<file path="src/rtl/if_id_skid_reg_pkg.sv">
// Items shared by every pipeline stage register (IF/ID, ID/EX, EX/MEM):
// state encoding, default bubble word and a small handshake helper.
package if_id_skid_reg_pkg;

  // Stage-register states; the encoding is also the occupancy count.
  typedef enum logic [1:0] {
    PR_EMPTY = 2'd0,
    PR_BUSY  = 2'd1,
    PR_FULL  = 2'd2
  } pr_state_e;

  // Default instruction presented to the next stage when nothing is held.
  localparam logic [31:0] DEFAULT_NOP_WORD = 32'h0000_0000;

  // Upstream may push whenever the skid slot is still free.
  function automatic logic pr_can_accept(input pr_state_e st);
    return (st != PR_FULL);
  endfunction

endpackage

</file>
<file path="src/rtl/if_id_skid_reg_pipe_entry.sv">
// One pipeline storage slot: data plus valid flag, with synchronous load
// and clear. Clear wins over load and returns the data to CLR_VAL so the
// slot presents a clean bubble whenever it is empty.
module pipe_entry #(
  parameter int           W       = 64,
  parameter logic [W-1:0] CLR_VAL = {W{1'b0}}
) (
  input  logic         clk,
  input  logic         reset,
  input  logic         load,
  input  logic         clear,
  input  logic [W-1:0] d,
  output logic         valid,
  output logic [W-1:0] q
);

  logic         valid_r;
  logic [W-1:0] data_r;

  // Slot storage: async reset, clear has priority over load, else hold.
  always_ff @(posedge clk or negedge reset) begin
    if (!reset) begin
      valid_r <= 1'b0;
      data_r  <= CLR_VAL;
    end else if (clear) begin
      valid_r <= 1'b0;
      data_r  <= CLR_VAL;
    end else if (load) begin
      valid_r <= 1'b1;
      data_r  <= d;
    end else begin
      valid_r <= valid_r;
      data_r  <= data_r;
    end
  end

  assign valid = valid_r;
  assign q     = data_r;

endmodule

</file>
<file path="src/rtl/if_id_skid_reg.sv">
// IF->ID pipeline register with valid/ready handshake and a two-entry skid
// buffer. The main entry drives the decode stage directly; the skid entry
// absorbs the word accepted in the cycle decode stalled, so in_ready can be
// a registered signal without ever dropping a fetched word.
module if_id_skid_reg
  import if_id_skid_reg_pkg::*;
#(
  parameter int                 INSTR_W  = 32,
  parameter int                 PC_W     = 32,
  parameter logic [INSTR_W-1:0] NOP_WORD = INSTR_W'(DEFAULT_NOP_WORD)
) (
  input  logic               clk,
  input  logic               reset,
  input  logic               flush,
  input  logic               in_valid,
  output logic               in_ready,
  input  logic [INSTR_W-1:0] in_instr,
  input  logic [PC_W-1:0]    in_pc,
  output logic               out_valid,
  input  logic               out_ready,
  output logic [INSTR_W-1:0] out_instr,
  output logic [PC_W-1:0]    out_pc,
  output logic [1:0]         occupancy
);

  localparam int              DW     = INSTR_W + PC_W;
  localparam logic [DW-1:0]   BUBBLE = {NOP_WORD, {PC_W{1'b0}}};

  pr_state_e       state_r;
  pr_state_e       state_s;
  logic            in_ready_r;
  logic            accept_s;
  logic            consume_s;
  logic            main_load_s;
  logic            main_clr_s;
  logic [DW-1:0]   main_d_s;
  logic            skid_load_s;
  logic            skid_clr_s;
  logic            main_v_s;
  logic [DW-1:0]   main_q_s;
  logic            skid_v_s;
  logic [DW-1:0]   skid_q_s;
  logic [DW-1:0]   in_word_s;

  assign in_word_s = {in_instr, in_pc};
  assign accept_s  = in_valid & in_ready_r;
  assign consume_s = main_v_s & out_ready;

  // Next-state and slot steering; flush overrides any same-cycle transfer.
  always_comb begin
    state_s     = state_r;
    main_load_s = 1'b0;
    main_clr_s  = 1'b0;
    main_d_s    = in_word_s;
    skid_load_s = 1'b0;
    skid_clr_s  = 1'b0;
    if (flush) begin
      state_s    = PR_EMPTY;
      main_clr_s = 1'b1;
      skid_clr_s = 1'b1;
    end else begin
      case (state_r)
        PR_EMPTY: begin
          if (accept_s) begin
            state_s     = PR_BUSY;
            main_load_s = 1'b1;
          end else begin
            state_s = PR_EMPTY;
          end
        end
        PR_BUSY: begin
          if (accept_s && !consume_s) begin
            state_s     = PR_FULL;
            skid_load_s = 1'b1;
          end else if (accept_s && consume_s) begin
            state_s     = PR_BUSY;
            main_load_s = 1'b1;
          end else if (consume_s) begin
            state_s    = PR_EMPTY;
            main_clr_s = 1'b1;
          end else begin
            state_s = PR_BUSY;
          end
        end
        PR_FULL: begin
          // in_ready is low here, so only the skid word can move forward.
          if (consume_s) begin
            state_s     = PR_BUSY;
            main_load_s = 1'b1;
            main_d_s    = skid_q_s;
            skid_clr_s  = 1'b1;
          end else begin
            state_s = PR_FULL;
          end
        end
        default: begin
          state_s    = PR_EMPTY;
          main_clr_s = 1'b1;
          skid_clr_s = 1'b1;
        end
      endcase
    end
  end

  // FSM state and registered upstream ready.
  always_ff @(posedge clk or negedge reset) begin
    if (!reset) begin
      state_r    <= PR_EMPTY;
      in_ready_r <= 1'b1;
    end else begin
      state_r    <= state_s;
      in_ready_r <= pr_can_accept(state_s);
    end
  end

  pipe_entry #(.W(DW), .CLR_VAL(BUBBLE)) u_main (
    .clk   (clk),
    .reset (reset),
    .load  (main_load_s),
    .clear (main_clr_s),
    .d     (main_d_s),
    .valid (main_v_s),
    .q     (main_q_s)
  );

  pipe_entry #(.W(DW), .CLR_VAL(BUBBLE)) u_skid (
    .clk   (clk),
    .reset (reset),
    .load  (skid_load_s),
    .clear (skid_clr_s),
    .d     (in_word_s),
    .valid (skid_v_s),
    .q     (skid_q_s)
  );

  assign in_ready  = in_ready_r;
  assign out_valid = main_v_s;
  assign out_instr = main_q_s[DW-1:PC_W];
  assign out_pc    = main_q_s[PC_W-1:0];
  assign occupancy = state_r;

  logic unused_s;
  assign unused_s = skid_v_s;

endmodule
</file>
<file path="config.mk">
export PLATFORM = sky130hd
export DESIGN_NAME = if_id_skid_reg
export DESIGN_NICKNAME = d
export VERILOG_FILES = /design/src/rtl/if_id_skid_reg_pkg.sv /design/src/rtl/if_id_skid_reg_pipe_entry.sv /design/src/rtl/if_id_skid_reg.sv
export SDC_FILE = /design/constraint.sdc
export NUM_CORES = 1
export LEC_CHECK = 0
export CAP_MARGIN = 20
export CORE_AREA = 2 2 117 119
export CTS_CLUSTER_SIZE = 28
export DETAILED_ROUTE_END_ITERATION = 16
export DIE_AREA = 0 0 119 121
export HOLD_SLACK_MARGIN = 0.08
export PLACE_DENSITY = 0.76
export SYNTH_ARGS = -nofsm -noshare
export SYNTH_HDL_FRONTEND = slang
export SYNTH_SLANG_ARGS = --single-unit
</file>
<file path="constraint.sdc">
create_clock -name clk -period 1.9 [get_ports clk]
set_input_delay 0.38 -clock clk [delete_from_list [all_inputs] [get_ports clk]]
set_output_delay 0.38 -clock clk [all_outputs]
set_load 0.01 [all_outputs]
</file>
; ---- After elaboration in Yosys (flattened, before gate mapping)
; Cells that the tools add are included.
[word_totals]
reg_bits = 132
inputBits = 69
out_inout_bits = 68
word_cells = 49
[op_classes]
n_eq_ne = 3
n_mux = 31
n_bitwise = 2
reduce_logical = 8
[op_table]
columns = operator, count
row1 = 2-to-1 mux 64 bit, 7
row2 = 2-to-1 mux 1 bit, 17
row3 = 2-to-1 mux 2 bit, 3
row4 = case mux 2 bit (3 select lines), 1
row5 = case mux 1 bit (2 select lines), 2
row6 = nonzero test 2 bit, 2
row7 = OR reduction 2 bit, 2
row8 = case mux 1 bit (3 select lines), 1
row9 = bitwise AND 1 bit, 2
row10 = "== test 2 x 1 -> 1 bit, second input constant", 1
row11 = "== test 2 bit, second input constant", 1
row12 = logical AND 1 bit, 2
row13 = zero test 2 bit, 1
row14 = "!= test 2 bit, second input constant", 1
row15 = zero test 1 bit, 1

; ---- Logic depth before layout (Yosys ltp)
; Gate-level depths: netlist of run 1.
[logic_depth]
word_depth = 8
ltp_mapped = 8

; ---- By module
; Synthesis of run 1 repeated with hierarchy kept, for this count alone.
[unflattened]
cells_unflattened = 517
hier_area_um2 = 6343.6
[by_module_without_submodules]
columns = mod, n_inst, cells_per_inst, area_each_um2, seq_area_each_um2
row1 = pipe_entry, 2, 209, 2636.3, 1626.6
row2 = if_id_skid_reg, 1, 99, 1071.0, 76.3

; ---- Least setup slack after synthesis of run 1
; OpenSTA, ideal clock, no wires.
[synth_timing]
kind = register to register
start = register u_main.valid_r, in the netlist u_main.valid
end = register u_skid.data_r[0], in the netlist u_skid.q[0]
setup_time_ns = 0.078
t_arrival_ns = 1.665
required_ns = 1.822
slack_ns = 0.157
path_stages_with_launch = 9
path_buffers = 2
synth_period_minus_slack_ns = 1.743
cell_sequence = dfrtp_1 > and2_1 > inv_1 > ha_1 > nand3b_1 > clkbuf_1 > clkbuf_1 > nand2_1 > a21oi_1
[synth_between]
elab_chain_len = 7
word_cells_on_any_way = 11
cone_classes = 7 x mux / 1 x bitwise / 3 x reduce/logical
[synth_lines]
columns = element, line_no
row1 = "start, declared", if_id_skid_reg_pipe_entry.sv:17  ; logic valid_r;
row2 = "start signal, assigned", if_id_skid_reg_pipe_entry.sv:32  ; valid_r <= valid_r;
row3 = bitwise AND 1 bit (*), if_id_skid_reg.sv:47  ; assign consume_s = main_v_s & out_ready;
row4 = zero test 1 bit, if_id_skid_reg.sv:72  ; if (accept_s && !consume_s) begin
row5 = logical AND 1 bit, if_id_skid_reg.sv:72
row6 = 2-to-1 mux 1 bit, if_id_skid_reg.sv:72
row7 = 2-to-1 mux 1 bit, if_id_skid_reg.sv:62  ; case (state_r)
row8 = 2-to-1 mux 1 bit, if_id_skid_reg.sv:57  ; if (flush) begin
row9 = nonzero test 2 bit (no source line), -
row10 = "end signal, assigned", if_id_skid_reg_pipe_entry.sv:33  ; data_r <= data_r;
row11 = "end, declared", if_id_skid_reg_pipe_entry.sv:18  ; logic [W-1:0] data_r;
; Every way passes the cells marked *; elsewhere a longest branch is shown, timed or not.
; A chain may end at the register's enable or synchronous reset.

; ---- Worst setup path after layout of run 1
[layout_timing]
start = input out_ready
end = register u_main.data_r[3], in the netlist u_main.q[3]
[layout_between]
elab_chain_len = 7
word_cells_on_any_way = 19
cone_classes = 14 x mux / 1 x bitwise / 4 x reduce/logical
[layout_lines]
columns = element, line_no
row1 = "start, declared", if_id_skid_reg.sv:20  ; input logic out_ready,
row2 = bitwise AND 1 bit (*), if_id_skid_reg.sv:47
row3 = "2-to-1 mux 1 bit, or another cell as far along", "if_id_skid_reg.sv:78, if_id_skid_reg.sv:87"
row4 = 2-to-1 mux 1 bit or logical AND 1 bit (tied branches), "if_id_skid_reg.sv:75, if_id_skid_reg.sv:72"
row5 = 2-to-1 mux 1 bit, if_id_skid_reg.sv:72
row6 = case mux 1 bit (2 select lines) or case mux 1 bit (3 select lines) (tied branches), if_id_skid_reg.sv:62
row7 = 2-to-1 mux 1 bit, if_id_skid_reg.sv:57
row8 = 2-to-1 mux 64 bit or nonzero test 2 bit (tied branches), -
row9 = "end signal, assigned", if_id_skid_reg_pipe_entry.sv:33
row10 = "end, declared", if_id_skid_reg_pipe_entry.sv:18
; Every way passes the cells marked *; elsewhere a longest branch is shown, timed or not. The select of a mux whose other input is x is not followed.

==> results.py, run 1 <==
metrics = {
    "synth": {
        "synthAdderAreaFrac_pct": 0.646,
        "synth_cell_type_count": 27,
        "yosysTopAreaCell": "dfrtp_1",
        "netlist_top_cells_area": "dfrtp_1, mux2i_1, nand2_1, o2bb2ai_1, a21oi_1",
        "synthSimpleGateAreaFrac_pct": 9.87,
        "avgSynthCellArea_um2": 11.1,
        "synth-xor-area-share_pct": 0,
        "synthDominantCellAreaShare_pct": 56.4,
        "synth_top_family_by_area": "compound AO/OA/AOI/OAI gates",
        "synth_mux_area_share_pct": 11.0,
        "syn_nets": 595,
        "syn_area_um2": 5810,
        "yosys_register_bits": 132,
        "synth_top_flop_cell": "dfrtp_1",
        "ys_seq_area_share_pct": 56.9,
        "syn_inst": 523,
        "synth_compound_area_share_pct": 17.3,
        "synth-edff-count": 0,
        "postSynth.asyncResetShare_pct": 100,
        "yosysWarningCount": 0,
    },
    "drt": {
        "wl_per_cell_um": 19.6,
        "via_count": 4781,
        "drt-pass1-iter-count": 5,
        "drt-total-wl_um": 16800,
        "drc_errors": 0,
        "avgViaCountPerCell": 5.58,
        "ant_nets": 0,
        "first_iter_violations": 406,
    },
    "grt": {
        "grt_usage_pct": 22.3,
        "grt_pass1_wl_um": 24900,
        "grt_overflow": 0,
        "grt_max_degree": 42,
        "grt_pass1_vias": 4798,
        "antenna_found_initial": 0,
    },
    "power_and_ir_drop": {
        "p_leak_nw": 3.38,
        "vdd_ir_drop_max_mv": 0.523,
        "powerDensity_nw_per_um2": 960,
    },
    "placement": {
        "io_buffers": 136,
        "gp_congestion": 0.808,
        "place_hpwl_um": 9880,
        "placed_cell_area_um2": 7540,
        "placed_cells": 815,
    },
    "timing": {
        "layout_min_cycle_time_ns": 1.85,
        "fmax_mhz": 541,
        "setup_tns_ns": 0,
        "clock_skew_ns": 0.00614,
        "fin_crit_sh_pct": 97.3,
        "grt_setup_unrepaired": "true",
        "setup_viol": 0,
        "hold_viol_final": 0,
        "tightest_slew_ns": 0.461,
        "relSlewSlack_pct": 69.3,
        "slew_viol_final": 0,
    },
    "worst_setup_path": {
        "path_class": "in2reg",
        "regToRegSetupSlack_ns": 0.07,
        "crit_path_end_kind": "register",
        "crit_fanout": 10,
        "required_ns": 2.24,
        "crit_path_start_kind": "input pin",
        "worstPathArrival_ns": 2.19,
    },
    "die": {
        "die_height_um": 121,
        "io_pins": 137,
        "num_rows": 42,
        "start_util_pct": 44.4,
        "die_w_um": 119,
        "dieArea_um2": 14400,
        "core_region_area_um2": 13100,
    },
    "final_layout": {
        "syn_to_final_growth_pct": 45.9,
        "drive_above_1_share_pct": 15.3,
        "final_cell_mix": "clkdlybuf4s50_1, dfrtp_1, nand2_1",
        "finalNetCount": 740,
        "fin_util_pct": 64.8,
        "diodes": 0,
        "layout_commonest_cell": "clkdlybuf4s50_1",
        "fin_cells": 857,
        "finish.instance_area_um2": 8480,
        "n_fill_cell": 988,
    },
    "clock_tree": {
        "htree_levels": 4,
        "numClockSinks": 132,
        "clkTransAtPathRegs_ns": 0.06,
        "clk_path_buf_depth": 2,
        "cts_buffers": 17,
        "cts_root_buffer": "clkbuf_16",
        "clk_latency_ns": 0.42,
        "cts_tree": "yes",
    },
    "flow_run": {
        "cap_violations": 0,
    },
    "outcome": {
        "status": "complete, no violations",
    },
    "min_path": {
        "hold_path_class": "in2async",
    },
}
==> synthesized netlist by cell type, types with 2 or more instances <==
cell and n:
a21oi_1 65, and3b_1 2, buf_1 9, buf_2 14, buf_4 2, buf_6 7
clkbuf_1 12, dfrtp_1 131, ha_1 3, inv_1 2, mux2i_1 64, nand2_1 131
nand2b_1 3, nand3b_1 2, o21a_1 2, o2bb2ai_1 54, o2bb2ai_2 10
==> path summary, 6_finish.rpt <==
path / cells after the start / startpoint / end
hold / removal: 2 / reset / u_main.q[7]$_DFFE_PN0P_
setup reg to reg: 6 / in_ready$_DFF_PN1_ / u_main.q[27]$_DFFE_PN0P_
hold reg to reg: 1 / u_main.q[40]$_DFFE_PN0P_ / u_main.q[40]$_DFFE_PN0P_
setup / recovery: 7 / out_ready / u_main.q[3]$_DFFE_PN0P_
max in group asynchronous: 3 / reset / u_skid.q[41]$_DFFE_PN0P_
min in group clk: 1 / u_main.q[40]$_DFFE_PN0P_ / u_main.q[40]$_DFFE_PN0P_
==> where the power goes <==
part,switching [mW],total [mW],internal (mW),leakage [nW]
combinational,0.636,1.31,0.678,1.28
sequential,0.145,3.15,3.01,1.80
clock,1.24,3.67,2.43,0.310
total,2.02,8.14,6.12,3.38
==> routing by layer <==
metal | track usage, % | part of all wire (%) | wire [um]
met1 | 28.3 | 42 | 7110
met3 | 5.92 | 6.2 | 1040
met2 | 36.1 | 49 | 8230
met4 | 9.52 | 2.7 | 452
met5 | 0 | 0 | 0
==> stage by stage <==
stage               setup slack (ns)  hold slack, ns  power [mW]
global placement              -0.269           0.366        4.35
CTS                        -0.000356           0.462        8.06
global route                 -0.0167           0.482        8.41
detailed placement            -0.377           0.363        4.38
finish                        0.0515           0.457        8.14
floorplan                      0.157          0.0844        3.66
==> state kept, by name, indices dropped and copies added (netlist names) <==
name and cells:
u_main.q 64, u_skid.q 64, occupancy 2, in_ready 1
u_main.valid 1
==> cell type report <==
cell class / count / area, um^2 / area share (%)
Inverter: 2 / 7.51 / 0.0886
Tap cell: 176 / 220 / 2.60
Timing Repair Buffer: 169 / 1890 / 22.3
Sequential cell: 132 / 3310 / 39.0
Clock buffer: 20 / 467 / 5.51
Clock inverter: 12 / 201 / 2.38
Multi-Input combinational cell: 346 / 2380 / 28.1
==> repair_timing <==
| action | in CTS | in global routing |
|---|---|---|
| pin swaps | 0 | 1 |
| hold buffers | 1 | 0 |
| setup buffers | 0 | 1 |
| endpoints found under the setup margin | 4 | 66 |
| endpoints found under the hold margin | 26 | 0 |
| gates resized for setup | 4 | 20 |
| cloned | 0 | 8 |
==> worst max-delay path, stage by stage <==
cell             delay (ns)
clkdlybuf4s50_1        0.48
and2_1                 0.21
ha_2                   0.22
nand2_2                0.10
a211o_4                0.44
buf_12                 0.18
o2bb2ai_2              0.16
==> logic make-up after synthesis <==
kind of cell,Yosys count
AOI/OAI and AO/OA,136
adders and majority gates,3
buffers and inverters,46
DFF,132
muxes,64
and+or+nand+nor,142
Power figures use the tool's default switching activity.
==> run 2, diff against run 1 <==
--- a/config.mk
+++ b/config.mk
@@ -5,6 +5,7 @@
 export SDC_FILE = /design/constraint.sdc
 export NUM_CORES = 1
 export LEC_CHECK = 0
+export ABC_CLOCK_PERIOD_IN_PS = 1900
 export CAP_MARGIN = 20
 export CORE_AREA = 2 2 117 119
 export CTS_CLUSTER_SIZE = 28
==> results of run 2 <==
Same layout as run 1: the final DEF is identical, and so are final timing and power.
==> run 3, diff against run 2 <==
--- a/config.mk
+++ b/config.mk
@@ -7,10 +7,10 @@
 export LEC_CHECK = 0
 export ABC_CLOCK_PERIOD_IN_PS = 1900
 export CAP_MARGIN = 20
-export CORE_AREA = 2 2 117 119
+export CORE_AREA = 8 8 123 125
 export CTS_CLUSTER_SIZE = 28
 export DETAILED_ROUTE_END_ITERATION = 16
-export DIE_AREA = 0 0 119 121
+export DIE_AREA = 0 0 131 133
 export HOLD_SLACK_MARGIN = 0.08
 export PLACE_DENSITY = 0.76
 export SYNTH_ARGS = -nofsm -noshare
==> run 3 against run 2 <==
  * Register-to-register slack better by 0.02 ns
  * Combinational power is 6% lower
  * Hold slack got worse by 0.034 ns
  * Via count is 3.6% lower
  * Worst setup slack better by 0.042 ns
  * Clock power down 17%
  * Highest routed layer unchanged
==> results.py, run 3 (synthesized netlist as in run 1, its figures left out) <==
metrics = {
    "outcome": {
        "status": "complete, no violations",
    },
    "clock_tree": {
        "cts_tree": "yes",
        "clk_path_buf_depth": 2,
        "htree_levels": 4,
        "cts_buffers": 17,
        "clkTransAtPathRegs_ns": 0.06,
        "numClockSinks": 132,
        "clk_latency_ns": 0.41,
        "cts_setup_buffers": 0,
        "cts_root_buffer": "clkbuf_16",
    },
    "die": {
        "start_util_pct": 44.4,
        "io_pins": 137,
        "dieArea_um2": 17400,
        "num_rows": 42,
        "core_region_area_um2": 13100,
        "die_height_um": 133,
        "die_w_um": 131,
    },
    "final_layout": {
        "diodes": 0,
        "n_fill_cell": 982,
        "finalNetCount": 733,
        "drive_above_1_share_pct": 12.1,
        "syn_to_final_growth_pct": 40.9,
        "final_cell_mix": "clkdlybuf4s50_1, dfrtp_1, nand2_1",
        "layout_commonest_cell": "clkdlybuf4s50_1",
    },
    "placement": {
        "io_buffers": 136,
        "dp_slack_ns": -0.377,
        "place_hpwl_um": 10500,
        "gp_congestion": 0.767,
    },
    "grt": {
        "grt_util_met1_pct": 23.0,
        "busiest_layer": "met2",
        "grt_util_met3_pct": 5.83,
        "antenna_found_initial": 0,
        "grtUsageMet2_pct": 29.9,
        "grt_overflow": 0,
        "grt_usage_pct": 18.6,
        "grt_pass1_vias": 4901,
        "grt_pass1_wl_um": 25400,
        "grt_max_degree": 50,
    },
    "timing": {
        "slew_viol_final": 0,
        "fin_crit_sh_pct": 95.1,
        "clock_skew_ns": 0.00533,
        "hold_viol_final": 0,
        "layout_min_cycle_time_ns": 1.81,
        "layout_setup_ws_ns": 0.0938,
        "tightest_slew_ns": 0.391,
        "setup_viol": 0,
        "fmax_mhz": 554,
        "setup_tns_ns": 0,
        "relSlewSlack_pct": 73.9,
    },
    "drt": {
        "drc_errors": 0,
        "first_iter_violations": 341,
        "via_count": 4610,
        "ant_nets": 0,
        "wl_per_cell_um": 19.0,
        "avgViaCountPerCell": 5.44,
        "drt-total-wl_um": 16100,
        "drt-pass1-iter-count": 5,
    },
    "power_and_ir_drop": {
        "power_frac_seq_pct": 42.4,
        "powerDensity_nw_per_um2": 908,
        "combPwrFrac_pct": 16.5,
        "power_switching_mw": 1.91,
        "p_leak_nw": 3.27,
        "vdd_ir_drop_max_mv": 0.558,
        "power.share.clock_pct": 41.1,
        "p_int_mw": 5.52,
        "swShare_pct": 25.7,
    },
    "flow_run": {
        "cap_violations": 0,
    },
    "worst_setup_path": {
        "endpoint": "u_main.q[31]$_DFFE_PN0P_",
        "crit_path_end_kind": "register",
        "r2r_cells": 6,
        "worstPathArrival_ns": 2.13,
        "crit_path_start_kind": "register",
        "cp-startpoint": "in_ready$_DFF_PN1_",
        "r2r-start": "in_ready$_DFF_PN1_",
        "required_ns": 2.23,
        "regToRegSetupSlack_ns": 0.09,
        "path_class": "reg2reg",
        "r2r-end": "u_main.q[31]$_DFFE_PN0P_",
        "crit_fanout": 19,
    },
    "min_path": {
        "hold_path_class": "in2async",
    },
}
run 3: stage by stage:
| step | area, um^2 | power [mW] | instances | hold slack, ns | util, % |
|---|---|---|---|---|---|
| after CTS | 8110 | 7.45 | 846 | 0.419 | 61.9 |
| final | 8190 | 7.43 | 848 | 0.423 | 62.6 |
| after global routing | 8190 | 7.73 | 848 | 0.452 | 62.6 |
| after detailed placement | 7530 | 4.38 | 815 | 0.318 | 57.6 |
| after global placement | 7530 | 4.35 | 815 | 0.316 | 57.6 |
| after floorplan | 5810 | 3.66 | 523 | 0.0844 | - |
run 3: routing by layer:
layer,part of all wire (%),vias to the layer above
met5,0,-
met4,1.5,0
met3,7.3,21
met2,50,165
met1,41,2316
li1,-,2108
run 3: worst min path at each step:
stage	end	slack, ns
floorplan	occupancy[0]$_DFF_PN0_	0.08
global placement	occupancy[0]$_DFF_PN0_	0.32
detailed placement	occupancy[0]$_DFF_PN0_	0.32
CTS	u_main.q[55]$_DFFE_PN0P_	0.42
global route	u_skid.q[61]$_DFFE_PN0P_	0.45
finish	u_skid.q[61]$_DFFE_PN0P_	0.42
run 3: final cells by class:
| cell class | instances | area, um^2 | area share [%] |
|---|---|---|---|
| flip-flops and latches | 132 | 3300 | 40.4 |
| multi-input cells | 345 | 2310 | 28.3 |
| repair buffers | 163 | 1790 | 21.8 |
| clock buffers | 21 | 470 | 5.75 |
| well taps | 176 | 220 | 2.69 |
| clock inverters | 9 | 81.3 | 0.994 |
| inverters | 2 | 7.51 | 0.0917 |
run 3: worst max-delay path: stages (launching register included):
cell and delay [ns]:
dfstp_2 0.54, nand2_2 0.07, ha_1 0.23, o21a_1 0.20
a211o_4 0.33, buf_12 0.18, o2bb2ai_1 0.16
run 3: power by group through the flow:
stage          Sequential, mW  Clock [mW]  Combinational (mW)
2_1_floorplan            3.22           0               0.441
3_3_place_gp             3.18           0                1.17
3_5_place_dp             3.19           0                1.20
4_1_cts                  3.15        3.10                1.21
5_1_grt                  3.17        3.23                1.32
6_report                 3.15        3.05                1.23
run 3: what timing repair did:
item,in CTS,in global routing
endpoints found under the hold margin,21,0
gates cloned,0,2
pin swaps,0,1
setup endpoints to repair,2,53
hold buffers,1,0
gates resized for setup,2,9
